## src/rtl/instruction_fetch_controller.sv

```systemverilog
// Instruction fetch front end: walks fetch_pc through instruction memory and
// buffers {pc, word} pairs in a 2-entry FIFO toward decode, with redirect and halt.
module instruction_fetch_controller #(
    parameter logic [31:0] RESET_PC = 32'h0000_0000,
    parameter logic [31:0] PC_LIMIT = 32'd16
) (
    input  logic        clk,
    input  logic        reset,
    output logic [31:0] imem_addr,
    input  logic [31:0] imem_data,
    input  logic        redirect_valid,
    input  logic [31:0] redirect_pc,
    output logic        instr_valid,
    input  logic        instr_ready,
    output logic [31:0] instr_data,
    output logic [31:0] instr_pc,
    output logic        halted
);

    typedef enum logic {
        RUN  = 1'b0,
        HALT = 1'b1
    } state_e;

    typedef struct packed {
        logic [31:0] pc;
        logic [31:0] word;
    } entry_t;

    localparam state_e RESET_STATE = (RESET_PC >= PC_LIMIT) ? HALT : RUN;

    state_e      state_q, state_d;
    logic [31:0] fetch_pc_q, fetch_pc_d;
    entry_t      fifo_q [2];
    entry_t      fifo_d [2];
    logic [1:0]  count_q, count_d;

    logic        pop;
    logic        push;
    logic        wr_idx;
    logic [31:0] pc_plus4;
    logic [31:0] redirect_aligned;

    assign pop              = (count_q != 2'd0) && instr_ready;
    assign push             = (state_q == RUN) && ((count_q != 2'd2) || pop) && !redirect_valid;
    assign pc_plus4         = fetch_pc_q + 32'd4;
    assign redirect_aligned = redirect_pc & ~32'd3;
    // Slot the new word lands in once the head (if popped) has shifted out.
    assign wr_idx           = (count_q == 2'd2) || ((count_q == 2'd1) && !pop);

    // NOTE: every variable gets a default first so no path leaves it unassigned,
    // which would otherwise infer a latch.
    always_comb begin
        state_d    = state_q;
        fetch_pc_d = fetch_pc_q;
        fifo_d     = fifo_q;
        count_d    = count_q;

        if (redirect_valid) begin
            count_d    = 2'd0;
            fetch_pc_d = redirect_aligned;
            state_d    = (redirect_aligned < PC_LIMIT) ? RUN : HALT;
        end else begin
            if (pop) begin
                fifo_d[0] = fifo_q[1];
            end
            if (push) begin
                fifo_d[wr_idx] = '{pc: fetch_pc_q, word: imem_data};
                fetch_pc_d     = pc_plus4;
                if (pc_plus4 >= PC_LIMIT) begin
                    state_d = HALT;
                end
            end else if ((state_q == RUN) && (fetch_pc_q >= PC_LIMIT)) begin
                state_d = HALT;
            end
            count_d = count_q - {1'b0, pop} + {1'b0, push};
        end
    end

    // NOTE: sequential state uses non-blocking assignments so all registers
    // update together from the values seen at the edge.
    always_ff @(posedge clk or negedge reset) begin
        if (!reset) begin
            state_q    <= RESET_STATE;
            fetch_pc_q <= RESET_PC;
            count_q    <= 2'd0;
            // NOTE: FIFO storage is only two entries, so clearing it on reset is
            // cheap and keeps the head deterministic; larger memories would not.
            for (int i = 0; i < 2; i++) begin
                fifo_q[i] <= '0;
            end
        end else begin
            state_q    <= state_d;
            fetch_pc_q <= fetch_pc_d;
            count_q    <= count_d;
            fifo_q     <= fifo_d;
        end
    end

    assign imem_addr   = fetch_pc_q;
    assign instr_valid = (count_q != 2'd0);
    assign instr_pc    = instr_valid ? fifo_q[0].pc : 32'd0;
    assign instr_data  = instr_valid ? fifo_q[0].word : 32'd0;
    assign halted      = (state_q == HALT) && (count_q == 2'd0);

endmodule

```

## config.mk

```make
export PLATFORM = sky130hd
export DESIGN_NAME = instruction_fetch_controller
export DESIGN_NICKNAME = d
export VERILOG_FILES = /design/src/rtl/instruction_fetch_controller.sv
export SDC_FILE = /design/constraint.sdc
export NUM_CORES = 1
export LEC_CHECK = 0
export CAP_MARGIN = 5
export CORE_ASPECT_RATIO = 1.1
export CORE_MARGIN = 3
export CORE_UTILIZATION = 45
export DETAILED_ROUTE_END_ITERATION = 10
export GPL_TIMING_DRIVEN = 0
export HOLD_SLACK_MARGIN = 0.1
export PLACE_DENSITY_LB_ADDON = 0.2
export SYNTH_ARGS = -nofsm -noshare
export SYNTH_HDL_FRONTEND = slang
export SYNTH_SLANG_ARGS = --single-unit
```

## constraint.sdc

```tcl
create_clock -name clk -period 3.2 [get_ports clk]
set_clock_uncertainty 0.15 [all_clocks]
set_input_delay 0.8 -clock clk [delete_from_list [all_inputs] [get_ports clk]]
set_output_delay 0.8 -clock clk [all_outputs]
set_load 0.005 [all_outputs]
```

# --- Yosys cells after proc, flatten, opt, wreduce, memory -nomap -nowiden ---
# Cells that the tools add are included.
word_totals:
  reg_bits: 163
  input_bits: 68
  word_cells: 55
classes:
  add_sub_neg: 3
  magnitude_cmp: 5
  eq_ne: 4
  muxes: 16
  bitwise: 3
  reduce_logical: 17
ops:
  columns: ["operator", "count"]
  rows:
  - ["$mux W64", 3]
  - ["$bwmux W128", 1]
  - ["$mux W128", 1]
  - ["$mux W32", 4]
  - ["$demux W64 S1", 1]
  - ["$ge A32 B5 Y1 const B", 2]
  - ["$add A32 B3 Y32 const B", 1]
  - ["$lt A32 B5 Y1 const B", 1]
  - ["$logic_and A1 B1 Y1", 7]
  - ["$mux W1", 5]
  - ["$reduce_and A2 Y1", 2]
  - ["$reduce_bool A2 Y1", 2]
  - ["$ne A3 B2 Y1 const B", 1]
  - ["$reduce_bool A3 Y1", 1]
  - ["$add A2 B1 Y2", 1]
  - ["$eq A2 B1 Y1 const B", 1]
  - ["$eq A2 B2 Y1 const B", 1]
  - ["$ge A2 B2 Y1 const B", 1]
  - ["$logic_not A1 Y1", 2]
  - ["$logic_not A2 Y1", 1]
  - ["$logic_or A1 B1 Y1", 2]
  - ["$lt A2 B1 Y1 const B", 1]
  - ["$mux W2", 1]
  - ["$ne A2 B2 Y1 const B", 1]
  - ["3 further kinds", 4]

# --- Longest topological paths before layout ---
# Gate-level depths: netlist of run 1.
logic_depth:
  ltp_word: 12
  ltp_mapped: 9
  mapped_depth_nobuf: 8

# --- Worst setup path after synthesis of run 1 ---
# Ideal clock, no wire load.
synth_timing:
  kind: "reg2reg"
  start: "reg fetch_pc_q[2] (netlist: imem_addr[2])"
  end: "reg state_q"
  setup_ns: 0.137
  arrival_ns: 2.124
  required_time_ns: 2.913
  setup_slack_ns: 0.789
  stages_incl_launch_ff: 9
  path_cell_list: "dfrtp_1 clkbuf_1 nand3_2 or3_4 or3_1 xnor2_1 o21a_1 nor4b_1 a31oi_1"
synth_via:
  elab_chain_cells: 4
  elab_cells_between_ends: 7
  classes_between: "add/sub: 1; order compare: 2; eq/ne: 1; reduce/logical: 3"
synth_lines:
  columns: ["element", "line", "rtl"]
  rows:
  - ["from (decl)", "33", "logic [31:0] fetch_pc_q, fetch_pc_d;"]
  - ["from (signal assigned)", "94", "fetch_pc_q <= fetch_pc_d;"]
  - ["$add A32 B3 Y32 / $ge A32 B5 Y1 (equally long branches)", "46, 73", null]
  - ["$ge A32 B5 Y1 / $logic_and A1 B1 Y1 (equally long branches)", "70, 73", null]
  - ["$ne A3 B2 Y1 (no line) / $reduce_bool A3 Y1 (equally long branches)", null, null]
  - ["$reduce_and A2 Y1 (no line) *", null, null]
  - ["to (signal assigned)", "93", "state_q <= state_d;"]
  - ["to (decl)", "32", "state_e state_q, state_d;"]
# Mark *: on every way between the ends. The rest lies on a longest branch, timed or not.
# A chain may end at the register's enable or synchronous reset.

# --- Worst setup path after layout of run 1 ---
layout_timing:
  start: "reg count_q[1]"
  end: "out instr_pc[17]"
layout_via:
  elab_chain_cells: 2
layout_lines:
  columns: ["element", "line", "rtl"]
  rows:
  - ["from (decl)", "36", "logic [1:0] count_q, count_d;"]
  - ["from (signal assigned)", "95", "count_q <= count_d;"]
  - ["$reduce_bool A2 Y1", "101", "assign instr_valid = (count_q != 2'd0);"]
  - ["$mux W32", "102", "assign instr_pc = instr_valid ? fifo_q[0].pc : 32'd0;"]
  - ["to (decl)", "16", "output logic [31:0] instr_pc,"]
# Every way passes these cells.

==> run metrics, run 1 <==
post-synthesis sequential area ratio 0.499; placer's final routability congestion estimate around 0.88; Leak Pwr 4.63 nW; CTS Sinks about 160; # rows 50; CTS Root Cell clkbuf_16; Critical Path AT 2160 ps; Flop pwr share 0.427; PD cells between 400 and 500 nW/um^2; wire per inst 17.6 um; clk_lat worst skew 420 ps; Setup TNS Final 0 ps; clock power share 0.413; CTS tree done; max cap viols 0; Rel. slew slack 0.563; period utilization 0.971; Tmin final ~3100 ps; Detailed Routing Iterations Pass 1 6; Post-CTS Setup Bufs 0; via count 6447; YS warnings 0; Req. time, crit path 2250 ps; #FFs+latches synth between 150 and 200; Critical Path End instr_pc[17]; Synth Flop Type dfrtp_1; FF-to-FF End state_q; # setup viols final 0; Critical path origin count_q[1]; full die area slightly below 20000 sq um; total routed wirelength around 21 mm; Die H about 150 um; global-route wire length before repair 34.2 mm; Hold Fails Final Rpt 0; Synth cell types 53; io pins roughly 170; die width about 130 um; Initial Util 0.463; 1st-iter DRT viols between 500 and 600; mean post-synth cell area around 10 sq um; initial antenna violation count 0; VDD IR-drop max around 0.35 mV; CTS buffer count 17; cells after synthesis 770; Clock H-tree levels 4; drt via density ~5.4; Crit path largest cell delay roughly 450 ps; Net Sw Power ~0.0014 W; DP HPWL between 15 and 20 mm; Port Buffer Count roughly 160; fraction of layout cells with a size suffix above 1 0.141; CP Max Fanout 10; Syn-to-layout area delta 32.7%; pins over their slew limit 0; clk buf depth 2; RSZ-0062 raised after global routing false; DRT antenna net count 0; critical path cell sequence or2_2, buf_6, buf_4, and2_1, clkdlybuf4s50_1; outcome completed; largest net degree at the start of global routing between 100 and 150; R2R depth 8; Comb pwr share 0.160; ANT cells 0; R2R Setup Slk 500 ps; Crit. End Element output pin; CP max stage cell clkdlybuf4s50_1; Int Pwr around 0.0038 W; Post-synth ARST share 1.00; Least-Margin Pin Slew ~660 ps; GRT Total Usage 0.220; sw frac 0.265; gr ovfl total 0; CP Class flip-flop to output pin; min-delay worst type flip-flop to flip-flop; CTS clk-pin slew, worst paths 60 ps; Peak Freq 0.322 GHz; final-layout fill cell count about 1500; Mapped Area approximately 8000 sq um; worst reg2reg path startpoint imem_addr[2]; number of synthesized flops with an enable pin 0; Layout Nets slightly above 1000; CP Launch Type flip-flop; hold_ws 328 ps; vias in the first global route 6475; Post-route DRC 0; Core Box Area 17200 sq um
[per-layer routing]
metal  wire (um)  GRT usage  part of all wire
met5           0          0                 0
met4         435     0.0707             0.021
met3        1100     0.0380             0.052
met2       10200      0.358              0.48
met1        9420      0.302              0.44
[logic make-up (layout without fill, tap and decap cells)]
logic type      after synthesis  in the layout  synth area share
other cells                   1              2          0.000470
xor+xnor                     33             33            0.0362
compound gates              116            116            0.0932
mux                         103            103             0.139
flops                       159            159             0.499
buf+inv                      93            288            0.0471
fa+ha+maj                     4              4           0.00628
simple gates                261            261             0.179
[worst max-delay path: cells and delay by family (launching register included)]
family | cells | cell delay [ps]
DFF | 1 | 410
and+or+nand+nor | 2 | 540
buffers and inverters | 3 | 780
[Yosys cell counts (4+ instances only)]
cell	number	share of area
dfrtp_1	159	0.50
nand2_1	87	0.041
and2_1	70	0.055
o21ai_0	68	0.043
mux2_2	63	0.089
clkbuf_1	40	0.019
mux2i_1	40	0.050
inv_1	31	0.015
a222oi_1	24	0.030
nand3_1	21	0.013
xor2_1	20	0.022
nor2_1	17	0.0080
buf_2	14	0.0088
xnor2_1	13	0.014
nor4_1	11	0.0086
nor3_1	10	0.0063
and3_1	8	0.0063
nand4_1	8	0.0063
o21ai_1	6	0.0038
buf_1	5	0.0024
ha_1	4	0.0063
[stage by stage]
step           utilization  area (sq um)  worst slack, ps  total power (W)  std cells
2_1_floorplan            -          7980              789          0.00261        771
3_3_place_gp         0.574          9880            -5430          0.00303       1166
3_5_place_dp         0.576          9910             -386          0.00305       1167
4_1_cts              0.614         10600             12.1          0.00518       1200
5_1_grt              0.615         10600             9.26          0.00538       1200
6_report             0.615         10600             91.2          0.00515       1200
[area by class of cell]
| type | instances | area (sq um) | share of cell area |
|---|---|---|---|
| multi-input combinational | 519 | 3630 | 0.343 |
| sequential | 159 | 3980 | 0.376 |
| clock inverter | 12 | 159 | 0.0150 |
| timing repair buffer | 163 | 1660 | 0.157 |
| clock buffer | 20 | 467 | 0.0441 |
| inverter | 31 | 116 | 0.0110 |
| tap | 234 | 293 | 0.0277 |
| buffer | 62 | 275 | 0.0260 |
[flip-flops by register name, indices dropped and copies added, names as in the netlist]
register / flops
imem_addr: 30
count_q: 2
fifo_q: 126
state_q: 1
[worst min-delay path by stage]
stage               slack, ps  depth (start not counted)    endpoint  startpoint
floorplan                 290                          2  fifo_q[98]  fifo_q[98]
global placement          310                          2  fifo_q[98]  fifo_q[98]
detailed placement        310                          1  fifo_q[96]  fifo_q[96]
CTS                       330                          1  fifo_q[96]  fifo_q[96]
global route              350                          2  fifo_q[98]  fifo_q[98]
finish                    330                          2  fifo_q[98]  fifo_q[98]
[cell usage in the layout (no fill, tap or decap), types with 11 or more instances in the layout]
master	netlist	final
nor2_1	17	17
clkdlybuf4s50_1	0	159
a222oi_1	24	24
and2_1	70	70
buf_2	14	14
xnor2_1	13	13
clkbuf_1	40	35
nand3_1	21	21
clkbuf_16	0	17
o21ai_0	68	68
mux2_2	63	63
inv_1	31	31
nand2_1	87	87
nor4_1	11	11
dfrtp_1	159	159
mux2i_1	40	40
xor2_1	20	20
[what timing repair did]
item                                   in CTS  in global routing
gates resized for setup                     6                  9
setup endpoints to repair                  40                 55
endpoints found under the hold margin       3                  0
hold buffers                                1                  0
[power groups by stage]
stage               registers (W)  logic (W)  clock network, W
floorplan                 0.00221   0.000397                 0
global placement          0.00224   0.000797                 0
detailed placement        0.00224   0.000810                 0
CTS                       0.00220   0.000828           0.00215
global route              0.00222   0.000911           0.00225
finish                    0.00220   0.000823           0.00213
(Power assumes the default switching activity.)
==> run 2, diff against run 1 <==
Clock period 3.2 ns to 2.7 ns, I/O delays scaled along.
==> run 2 against run 1 <==
Net effect:
- the run now ends with negative setup slack left
- sequential share of layout area is 0.78 points lower
- register-to-register slack got worse by 390 ps
- combinational power is 48% higher
- non-clock buffer count up 8
- global-route usage increased by 0.081 points
- worst setup slack worse by 100 ps
- final cell count is 0.67% higher
- hold slack worse by 2.0 ps
- critical endpoint is now fifo_q[45]
==> run metrics, run 2 (synthesis results as in run 1) <==
CP max stage cell buf_1; Post-route DRC 0 (unchanged); Least-Margin Pin Slew 630 ps (-25.4 ps); CTS Root Cell clkbuf_16; WL met1 9.47 mm (+0.54%); CTS Sinks 159 (unchanged); Port Buffer Count 161 (unchanged); Crit. End Element flip-flop; vias in the first global route 6477 (+0.031%); clk_lat worst skew 420 ps (about the same); Layout Nets 1033 (+0.78%); Rel. slew slack 0.580 (+0.0174); PnR worst setup slack -11.2 ps (-102 ps); gr ovfl total 0 (unchanged); area post-placement 9910 sq um (unchanged); initial antenna violation count 0 (unchanged); area of the multi-input gates 3680 sq um (+1.4%); ANT cells 0 (unchanged); # rows 50 (unchanged); CTS tree done; largest net degree at the start of global routing 122 (unchanged); Register Area 3980 sq um (about the same); Clock H-tree levels 4 (unchanged); CP Launch Type input pin; CP Max Fanout 10 (unchanged); full die area 19400 sq um (unchanged); Detailed Routing Iterations Pass 1 6 (unchanged); wire per inst 17.8 um (+0.97%); total routed wirelength 21.5 mm (+1.6%); hold_ws 327 ps (-1.95 ps); most frequent cells in the layout 156 x dfrtp_1, 94 x clkdlybuf4s50_1, 87 x nand2_1; RSZ-0062 raised after global routing true; CP Class input pin to flip-flop; met3 wire len 1.10 mm (+0.27%); Largest Register fifo_q; Peak Freq 0.369 GHz; max cap viols 0 (unchanged); Met2 Routed Length 10.6 mm (+4.0%); Critical Path AT 2870 ps (+710 ps); drt via density 5.35 (-0.35%); Die H 146 um (unchanged); HP Start fifo_q[96]; Initial Util 0.463 (unchanged); final-layout fill cell count 1423 (-2.1%); Leak Pwr 5.12 nW (+11%); DP HPWL 15.2 mm (unchanged); R2R Setup Slk 110 ps (-390 ps); Syn-to-layout area delta 35.6%; via count 6467 (+0.31%); CTS buffer count 17 (unchanged); period utilization 1.00; pins over their slew limit 0 (unchanged); clk buf depth 2 (unchanged); worst reg2reg path startpoint imem_addr[9]; Hold Fails Final Rpt 0 (unchanged); placer's final routability congestion estimate 0.879 (unchanged); CTS clk-pin slew, worst paths 60 ps (about the same); outcome complete, but fails checks; 1st-iter DRT viols 557 (-6.9%); max reg flops 126 (unchanged); PD cells 587 nW/um^2 (+21%); Tmin final 2710 ps; dpl cells 1167 (unchanged); Highest Signal Layer met4; Crit path largest cell delay 540 ps (+90 ps); non-filler cells in the finished layout 1208 (+0.67%); io pins 166 (unchanged); R2R depth 8 (unchanged); # setup viols final 9 (+9); fraction of layout cells with a size suffix above 1 0.167 (+0.0266); min-delay worst type flip-flop to flip-flop; violated checks negative setup slack; VDD IR-drop max 0.406 mV (+16%); die width 133 um (unchanged); Setup TNS Final -44.3 ps (-44.3 ps); critical path cell sequence clkdlybuf4s50_1, nor2_4, and2_1, clkbuf_1, buf_1, mux2_2; FF-to-FF End state_q; pre-CTS setup slack -761 ps (-375 ps); DRT antenna net count 0 (unchanged); commonest non-fill, non-tap cell in the layout dfrtp_1; design area 10800 sq um (+2.2%); WHS Endpoint fifo_q[96]; global-route wire length before repair 34.3 mm (+0.28%); Hold Path Cell Cnt 1 (-1); Core Box Area 17200 sq um (unchanged); GRT Total Usage 0.221 (+0.000810); Req. time, crit path 2860 ps (+610 ps)
==> run 2: cell count changes in the layout (fill, tap and decap cells not counted), moves of 6 or more <==
cell and change:
clkdlybuf4s50_1 -65, clkdlybuf4s15_1 +34, dlygate4sd2_1 +14, dlymetal6s2s_1 +14, clkbuf_1 -10, buf_4 +6, buf_8 +6, clkbuf_2 +6
==> run 2: layout make-up <==
cell class                      instances  share of cell area
Timing Repair Buffer                  171               0.162
Buffer                                 62              0.0331
Clock inverter                         12              0.0147
Clock buffer                           20              0.0432
Multi-Input combinational cell        519               0.341
Tap cell                              234              0.0271
Inverter                               31              0.0108
Sequential cell                       159               0.368
==> run 2: report_power, final <==
| part | switching [W] | internal (W) | total, W |
|---|---|---|---|
| combinational | 0.000590 | 0.000627 | 0.00122 |
| sequential | 0.000105 | 0.00251 | 0.00261 |
| clock | 0.000984 | 0.00153 | 0.00252 |
| total | 0.00168 | 0.00467 | 0.00635 |
==> run 2: what timing repair did <==
item,4_1_cts,5_1_grt
buffers inserted,1,5
resized for setup,83,87
hold endpoints to repair,38,0
cloned,0,2
hold buffers,1,0
setup endpoints to repair,176,129
pin swaps,1,1
==> run 2: through the flow <==
step | utilization | power, W
global placement | 0.574 | 0.00360
detailed placement | 0.576 | 0.00361
finish | 0.629 | 0.00635
floorplan | - | 0.00309
CTS | 0.616 | 0.00623
global route | 0.629 | 0.00663
==> run 2: how the worst max path moves through the flow <==
stage	to	start	cells after the start	slack (ps)
after floorplan	state_q	imem_addr[2]	8	290
after global placement	imem_addr[25]	reset	1	-5800
after detailed placement	fifo_q[83]	redirect_valid	8	-760
after CTS	instr_data[25]	count_q[1]	4	-30
after global routing	fifo_q[55]	instr_ready	8	-110
final	fifo_q[45]	redirect_valid	6	-10
==> run 2: critical path, delay by kind of cell <==
kind / cells / cell delay, ps
buffers and inverters: 3 / 1430
muxes: 1 / 410
and+or+nand+nor: 2 / 350
==> run 2: layer usage <==
layer  vias up  global-route usage
li1       3073                   -
met3        20              0.0380
met1      3153               0.301
met5         -                   0
met2       221               0.362
met4         0              0.0707
